===== src/rtl/autosa_csb_initiator.sv =====
// CSB initiator: converts single host register commands into 63-bit CSB requests,
// waits for the 34-bit response (or a timeout) and returns a one-cycle completion.
module autosa_csb_initiator #(
  parameter int unsigned TIMEOUT_CYCLES = 255,
  parameter int unsigned CNT_W          = 16
) (
  input  logic                 autosa_core_clk,
  input  logic                 autosa_core_rstn,
  input  logic                 cmd_valid,
  output logic                 cmd_ready,
  input  logic                 cmd_write,
  input  logic                 cmd_nposted,
  input  logic [21:0]          cmd_addr,
  input  logic [31:0]          cmd_wdat,
  output logic                 csb_req_pvld,
  input  logic                 csb_req_prdy,
  output logic [62:0]          csb_req_pd,
  input  logic                 csb_resp_valid,
  input  logic [33:0]          csb_resp_pd,
  output logic                 done_valid,
  output logic [31:0]          done_rdata,
  output logic                 done_error,
  output logic                 done_timeout,
  output logic                 spurious_rsp
);

  localparam int unsigned DATA_W = 32;
  localparam int unsigned REQ_W  = 63;
  localparam logic [CNT_W-1:0] CNT_LAST = CNT_W'(TIMEOUT_CYCLES - 1);

  typedef enum logic [1:0] {
    S_IDLE = 2'd0,
    S_REQ  = 2'd1,
    S_WAIT = 2'd2,
    S_DONE = 2'd3
  } state_t;

  state_t             state, next_state;
  logic [CNT_W-1:0]   cnt, cnt_d;
  logic [REQ_W-1:0]   req_pd_d;
  logic               pvld_d, cmd_ready_d, done_valid_d;
  logic [DATA_W-1:0]  done_rdata_d;
  logic               done_error_d, done_timeout_d, spurious_d;
  logic               cur_write, cur_nposted, rsp_err;

  assign cur_write   = csb_req_pd[54];
  assign cur_nposted = csb_req_pd[55];
  assign rsp_err     = csb_resp_pd[32] | (csb_resp_pd[33] != cur_write);

  // State and all registered outputs
  always_ff @(posedge autosa_core_clk or negedge autosa_core_rstn) begin
    if (!autosa_core_rstn) begin
      state        <= S_IDLE;
      cnt          <= '0;
      csb_req_pd   <= '0;
      csb_req_pvld <= 1'b0;
      cmd_ready    <= 1'b1;
      done_valid   <= 1'b0;
      done_rdata   <= '0;
      done_error   <= 1'b0;
      done_timeout <= 1'b0;
      spurious_rsp <= 1'b0;
    end else begin
      state        <= next_state;
      cnt          <= cnt_d;
      csb_req_pd   <= req_pd_d;
      csb_req_pvld <= pvld_d;
      cmd_ready    <= cmd_ready_d;
      done_valid   <= done_valid_d;
      done_rdata   <= done_rdata_d;
      done_error   <= done_error_d;
      done_timeout <= done_timeout_d;
      spurious_rsp <= spurious_d;
    end
  end

  // Next-state logic
  always_comb begin
    next_state = state;
    unique case (state)
      S_IDLE: if (cmd_valid) next_state = S_REQ;
      S_REQ: begin
        if (csb_req_prdy) begin
          if (cur_write && !cur_nposted) next_state = S_DONE;
          else                           next_state = S_WAIT;
        end
      end
      S_WAIT: if (csb_resp_valid || (cnt == CNT_LAST)) next_state = S_DONE;
      S_DONE: next_state = S_IDLE;
      default: next_state = S_IDLE;
    endcase
  end

  // Next values of the registered outputs; done_* hold until the next completion
  always_comb begin
    req_pd_d       = csb_req_pd;
    cnt_d          = cnt;
    pvld_d         = (next_state == S_REQ);
    cmd_ready_d    = (next_state == S_IDLE);
    done_valid_d   = 1'b0;
    done_rdata_d   = done_rdata;
    done_error_d   = done_error;
    done_timeout_d = done_timeout;
    spurious_d     = csb_resp_valid && (state != S_WAIT);
    unique case (state)
      S_IDLE: begin
        if (cmd_valid) begin
          req_pd_d = {2'b00, 4'hF, 1'b0,
                      cmd_write & cmd_nposted,
                      cmd_write,
                      cmd_write ? cmd_wdat : 32'h0,
                      cmd_addr};
        end
      end
      S_REQ: begin
        if (csb_req_prdy) begin
          cnt_d = '0;
          if (cur_write && !cur_nposted) begin
            done_valid_d   = 1'b1;
            done_rdata_d   = '0;
            done_error_d   = 1'b0;
            done_timeout_d = 1'b0;
          end
        end
      end
      S_WAIT: begin
        if (csb_resp_valid) begin
          done_valid_d   = 1'b1;
          done_error_d   = rsp_err;
          done_timeout_d = 1'b0;
          done_rdata_d   = (!cur_write && !rsp_err) ? csb_resp_pd[31:0] : 32'h0;
        end else if (cnt == CNT_LAST) begin
          done_valid_d   = 1'b1;
          done_error_d   = 1'b1;
          done_timeout_d = 1'b1;
          done_rdata_d   = '0;
        end else begin
          cnt_d = cnt + CNT_W'(1);
        end
      end
      default: ;
    endcase
  end

endmodule


===== config.mk =====
export PLATFORM = sky130hd
export DESIGN_NAME = autosa_csb_initiator
export DESIGN_NICKNAME = d
export VERILOG_FILES = /design/src/rtl/autosa_csb_initiator.sv
export SDC_FILE = /design/constraint.sdc
export NUM_CORES = 1
export LEC_CHECK = 0
export ABC_AREA = 1
export BUFFER_PORTS_ARGS = -buffer_cell sky130_fd_sc_hd__buf_4
export CAP_MARGIN = 15
export CORE_ASPECT_RATIO = 1.75
export CORE_UTILIZATION = 45
export CTS_BUF_LIST = sky130_fd_sc_hd__clkbuf_8 sky130_fd_sc_hd__clkbuf_16
export DETAILED_ROUTE_END_ITERATION = 6
export GPL_ROUTABILITY_DRIVEN = 0
export PLACE_DENSITY = 0.74
export SLEW_MARGIN = 20
export SYNTH_ARGS = -nofsm -noshare
export SYNTH_HDL_FRONTEND = slang
export SYNTH_SLANG_ARGS = --single-unit

===== constraint.sdc =====
create_clock -name autosa_core_clk -period 2.3 [get_ports autosa_core_clk]
set_clock_uncertainty 0.1 [all_clocks]
set_input_delay 0.46 -clock autosa_core_clk [delete_from_list [all_inputs] [get_ports autosa_core_clk]]
set_output_delay 0.46 -clock autosa_core_clk [all_outputs]
set_load 0.01 [all_outputs]

==> impl_metrics.toml, run 1 <==
[finish]
drive_gt1_share_pct = 31.5
nNetsFinal = 885
fillerInstances = 922
syn_to_final_growth_pct = 41.2
ff_latch_area_mm2 = 0.00283
insertedDiodeCount = 0
multiInputGateArea_mm2 = 0.00199
final_util_pct = 65.0

[placement]
io_buffers = 192
hpwl_um = 9760
post-place-ws_ns = 0.393

[cts]
tritoncts = "built"
htree_levels = 4
cts_root_buf = "clkbuf_16"
clk_pin_slew_ns = 0.06
postCtsSetupBuffers = 0
clock_path_buffers = 2
clock_sinks = 113
cts_buffers = 17
clk_latency_ns = 0.41

[global_routing]
grt_use_total_pct = 24.4
antenna_found_initial = 0
grt_max_degree = 87
first_global_vias = 4726
grt_overflow = 0
grt_first_pass_wirelength_um = 21600

[power]
p_per_area_mw_per_mm2 = 1150
switching_share_pct = 35.9
p_comb_share_pct = 34.6
p_seq_share_pct = 35.3
p_switching_mw = 2.99
internal_power_mw = 5.33
leakagePower_nw = 3.61
clkPwrFrac_pct = 30.1
irDropWorstVdd_uv = 869

[route]
first_iter_violations = 330
vias = 4781
ant_nets = 0
firstDrtPassIters = 4
drt-wirelength-per-cell_um = 14.9
totalWireLength_um = 13800
viasPerCell = 5.15
drc = 0

[timing]
fin_crit_ns = 1.93
setup-tns-final_ns = 0
fin_crit_sh_pct = 84.1
whs_ns = 0.137
worst_slack_ns = 0.367
relSlewSlack_pct = 65.6
tightest_slew_ns = 0.515
drv_slew = 0
rsz0062_at_grt = "false"
max_freq_mhz = 517
setup_violations = 0
hold_viol_final = 0

[worst_setup_path]
critPathKind = "reg2reg"
crit_required_ns = 2.51
cp.arrival_ns = 2.15
cp_max_fo = 23
end_kind = "flip-flop"
cp-start-kind = "flip-flop"
regToRegSetupSlack_ns = 0.37

[synthesis]
seq_area_frac_synth_pct = 55.3
avgSynthCellArea_um2 = 8.49
syn_inst = 602
ys_seq_elements = 113
ys_types = 31
ys_warn_count = 0
synth.cell_area_mm2 = 0.00511

[die]
die_area_mm2 = 0.0118
num_io_pins = 196
num_rows = 51
fp.dieH_um = 143
initial_core_util_pct = 46.0
die_w_um = 82.6
core_mm2 = 0.0111

[job]
maxCapViolCount = 0

[hold_path]
min_path_type = "in2reg"

[status]
outcome = "finished clean"
## Yosys cell counts, drive strengths merged
cell | n | share of area (%)
nor3 | 3 | 0.39
inv | 21 | 1.5
ha | 6 | 1.5
or2 | 1 | 0.12
xnor2 | 1 | 0.17
clkinv | 1 | 0.073
dfstp | 1 | 0.51
o21bai | 4 | 0.59
nand2 | 233 | 17
dfrtp | 112 | 55
clkbuf | 27 | 2.0
o21ai | 81 | 8.3
xor2 | 6 | 1.0
buf | 15 | 2.3
conb | 1 | 0.073
a221oi | 1 | 0.17
nand3 | 16 | 1.7
a21oi | 2 | 0.20
nand4 | 38 | 4.7
nand3b | 1 | 0.22
nor2 | 31 | 2.4
## final cells by class
class / count / area share (%)
Inverter: 22 / 1.14
Tap cell: 132 / 2.29
Clock buffer: 18 / 6.09
Clock inverter: 14 / 1.82
Timing Repair Buffer: 203 / 21.8
Multi-Input combinational cell: 427 / 27.6
Sequential cell: 113 / 39.2
## routing by layer
layer / up-vias / track usage (%) / part of all wire (%)
met1: 2250 / 27.3 / 38
met3: 31 / 8.75 / 6.9
met4: 0 / 11.2 / 3.1
met5: - / 0 / 0
li1: 2315 / - / -
met2: 185 / 40.6 / 52
## repair_timing
| item | CTS | global route |
|---|---|---|
| endpoints found under the hold margin | 33 | 0 |
| hold buffers | 1 | 0 |
| gates resized for setup | 0 | 0 |
## metrics by stage
stage               instances  power, mW  instance area, um2
floorplan                 604       4.43                5120
global placement          896       5.74                6640
detailed placement        896       5.83                6640
CTS                       929       8.37                7220
global route              929       8.80                7220
finish                    929       8.31                7220
## registers in the layout, indices dropped and copies added, names as in the netlist
name / cells
cmd_ready: 1
spurious_rsp: 1
state: 2
csb_req_pd: 57
done_valid: 1
cnt: 16
csb_req_pvld: 1
done_rdata: 32
done_timeout: 1
done_error: 1
## cell usage in the layout, fill, tap and decap left out, drive strengths merged
cell type,n
a21oi,2
a221oi,1
buf,202
bufinv,1
clkbuf,18
clkinv,3
clkinvlp,7
conb,3
dfrtp,112
dfstp,1
dlygate4sd3,1
ha,6
inv,25
nand2,233
nand3,16
nand3b,1
nand4,38
nor2,31
nor3,3
o21ai,81
o21bai,4
or2,1
xnor2,1
xor2,6
## power groups by stage
stage | Clock (mW) | Combinational [mW] | Sequential (mW)
after CTS | 2.54 | 2.89 | 2.94
final | 2.50 | 2.87 | 2.94
after floorplan | 0 | 1.28 | 3.16
after global routing | 2.63 | 3.17 | 3.00
after global placement | 0 | 2.81 | 2.93
after detailed placement | 0 | 2.89 | 2.95
## cell families after synthesis
group | synth area share (%)
DFF | 55.3
adders and majority gates | 1.47
and+or+nand+nor | 26.7
AOI/OAI and AO/OA | 9.25
buffers and inverters | 5.97
xor gates and xnor gates | 1.20
other | 0.0734
## critical path, cell delays in order, from the launching register on
cell,delay [ns]
dfrtp_1,0.37
inv_1,0.09
ha_1,0.26
buf_4,0.20
nand2_1,0.13
nand3b_2,0.36
o21ai_0,0.30
## final timing paths
path                                  end  cells after the start        startpoint
setup / recovery                  cnt[13]                      6          state[0]
hold / removal              csb_req_pd[9]                      3       cmd_addr[9]
setup reg to reg                  cnt[13]                      6          state[0]
hold reg to reg            csb_req_pd[16]                      2    csb_req_pd[16]
max in group asynchronous  csb_req_pd[33]                      3  autosa_core_rstn
min in group asynchronous  csb_req_pd[55]                      2  autosa_core_rstn
Note: power is estimated with default switching activity, not from simulation.
==> run 2, diff against run 1 <==
ABC_AREA = 0   (was 1)
CORE_UTILIZATION = 43   (was 45)
PLACE_DENSITY = 0.75   (was 0.74)
clock period = 1.6 ns   (was 2.3 ns; I/O delays follow)
==> impl_metrics.toml, run 2 <==
[finish]
drive_gt1_share_pct = 51.2
mostFrequentLayoutCell = "buf_4"
fillerInstances = 787
final_util_pct = 71.1
multiInputGateArea_mm2 = 0.00197
top_register = "csb_req_pd"
reg_top3 = "csb_req_pd x57, done_rdata x32, cnt x16"
largest_reg_flops = 57
syn_to_final_growth_pct = 60.2
ff_latch_area_mm2 = 0.00283
final_cell_mix = "buf_4 (231), dfrtp_1 (111), nand2_1 (74)"
insertedDiodeCount = 0
nNetsFinal = 762

[timing]
max_freq_mhz = 531
setup-tns-final_ns = -11.64
fin_crit_ns = 1.88
fin_crit_sh_pct = 118
rsz0062_at_grt = "true"
drv_slew = 0
whs_ns = 0.0342
setup_violations = 52
hold_viol_final = 0
worst_slack_ns = -0.284

[power]
irDropWorstVdd_uv = 1220
p_comb_share_pct = 42.8
p_per_area_mw_per_mm2 = 1840
p_seq_share_pct = 31.6
p_switching_mw = 4.77
leakagePower_nw = 3.85
internal_power_mw = 9.34
clkPwrFrac_pct = 25.6
switching_share_pct = 33.8

[cts]
htree_levels = 4
clk_latency_ns = 0.40
cts_root_buf = "clkbuf_16"
clock_sinks = 113
clk_pin_slew_ns = 0.06
tritoncts = "built"
cts_buffers = 17
clock_path_buffers = 2

[synthesis]
synth.most_common_cell = "dfrtp_1"
seq_area_frac_synth_pct = 59.2
synthXorXnorAreaFrac_pct = 0.183
synthAdderAreaFrac_pct = 1.57
ys_seq_elements = 113
synth_edf_count = 0
ys.flop_type = "dfrtp_1"
synth-simple-area-share_pct = 14.0
synth_top_area_share_pct = 58.7
avgSynthCellArea_um2 = 11.4
synth_top_family_by_area = "compound AO/OA/AOI/OAI gates"
synth-compound-area-share_pct = 15.5
ys_types = 50
synth_common_cells = "dfrtp_1 (112), nand2_1 (77), o21ai_0 (41), a22o_1 (34), mux2_2 (23)"
ys_async_sr_fraction_pct = 100
yosysTopAreaCell = "dfrtp_1"
synthMuxAreaShare_pct = 5.63
synth.cell_area_mm2 = 0.00478
ys_warn_count = 0
syn_inst = 419
synthTopCellsByArea = "dfrtp_1 (59%), a22o_1 (6.2%), nand2_1 (6.0%)"

[global_routing]
grt_first_pass_wirelength_um = 20900
grt_use_total_pct = 23.8
grt_overflow = 0
first_global_vias = 4350
antenna_found_initial = 0
grt_max_degree = 45

[route]
routed.top_layer = "met4"
wl_met1_um = 4910
ant_nets = 0
firstDrtPassIters = 4
totalWireLength_um = 14300
first_iter_violations = 259
wl_met2_um = 8270
drc = 0
wl_met3_um = 825
vias = 4287
drt-wirelength-per-cell_um = 17.8
viasPerCell = 5.33

[hold_path]
min_path_type = "in2reg"

[die]
initial_core_util_pct = 44.4
num_io_pins = 196
die_area_mm2 = 0.0116
num_rows = 50
core_mm2 = 0.0108
die_w_um = 81.7
fp.dieH_um = 141

[worst_setup_path]
cp_slowest_cell = "dfrtp_1"
cp_top_family = "simple AND/OR/NAND/NOR gates"
crit_required_ns = 1.79
regToRegSetupSlack_ns = -0.28
crit_buf_inv = 3
cp-start-kind = "flip-flop"
critPathKind = "reg2reg"
end_kind = "flip-flop"
worstPathCellList = "inv_2 > ha_4 > nor4b_4 > and4_1 > buf_6 > o21ai_4 > clkbuf_16 > a22o_1"
cp.arrival_ns = 2.08
cp_slowest_stage_delay_ns = 0.38
cp_max_fo = 16

[job]
maxCapViolCount = 0

[status]
violations = "setup timing"
outcome = "finished with violations"

[placement]
hpwl_um = 9750
io_buffers = 192
-- run 2: cell families after synthesis --
family | Yosys count
AO/OA/AOI/OAI | 108
other | 1
flip-flops | 113
adder cells (fa/ha/maj) | 6
buffers and inverters | 36
AND/OR/NAND/NOR | 130
multiplexers | 24
XOR/XNOR | 1
-- run 2: final timing paths --
| kind | start | endpoint | depth (start not counted) |
|---|---|---|---|
| setup / recovery | cnt[0] | done_rdata[7] | 8 |
| hold / removal | csb_resp_pd[23] | done_rdata[23] | 2 |
| setup reg to reg | cnt[0] | done_rdata[7] | 8 |
| hold reg to reg | csb_req_pd[49] | csb_req_pd[49] | 2 |
| max in group asynchronous | autosa_core_rstn | state[0] | 3 |
| min in group asynchronous | autosa_core_rstn | cnt[5] | 2 |
-- run 2: cell type report --
type / count / area share [%]
multi-input cells: 272 / 25.8
clock inverters: 15 / 1.91
well taps: 130 / 2.13
inverters: 6 / 0.327
repair buffers: 251 / 27.3
clock buffers: 17 / 5.56
flip-flops and latches: 113 / 37.0
-- run 2: repair_timing --
action	in CTS	in global routing
endpoints found under the hold margin	20	0
gates cloned	0	4
setup buffers	0	6
setup endpoints to repair	54	90
hold buffers	1	0
resized for setup	10	29
pin swaps	11	12
-- run 2: per-layer routing --
layer  vias up  track usage [%]
met5         -                0
met4         0             10.4
met3        25             5.47
met2       175             42.9
met1      2117             25.8
li1       1970                -
-- run 2: worst reg2reg max path: stages (launching register included) --
cell	delay, ns
dfrtp_1	0.38
inv_2	0.08
ha_4	0.12
nor4b_4	0.22
and4_1	0.23
buf_6	0.15
o21ai_4	0.11
clkbuf_16	0.19
a22o_1	0.19
-- run 2: power by group through the flow --
stage / logic, mW / clock network (mW) / registers (mW)
2_1_floorplan: 2.11 / 0 / 4.86
3_3_place_gp: 5.22 / 0 / 4.41
3_5_place_dp: 5.40 / 0 / 4.46
4_1_cts: 5.50 / 3.66 / 4.44
5_1_grt: 6.48 / 3.80 / 4.57
6_report: 6.04 / 3.62 / 4.45
-- run 2: through the flow --
| stage | setup slack, ns | cells | power (mW) | cell area, um2 |
|---|---|---|---|---|
| 3_3_place_gp | -0.257 | 761 | 9.63 | 6770 |
| 6_report | -0.284 | 804 | 14.1 | 7650 |
| 2_1_floorplan | -0.168 | 421 | 6.97 | 4890 |
| 5_1_grt | -0.370 | 804 | 14.9 | 7650 |
| 3_5_place_dp | -0.291 | 761 | 9.86 | 6770 |
| 4_1_cts | -0.285 | 794 | 13.6 | 7390 |
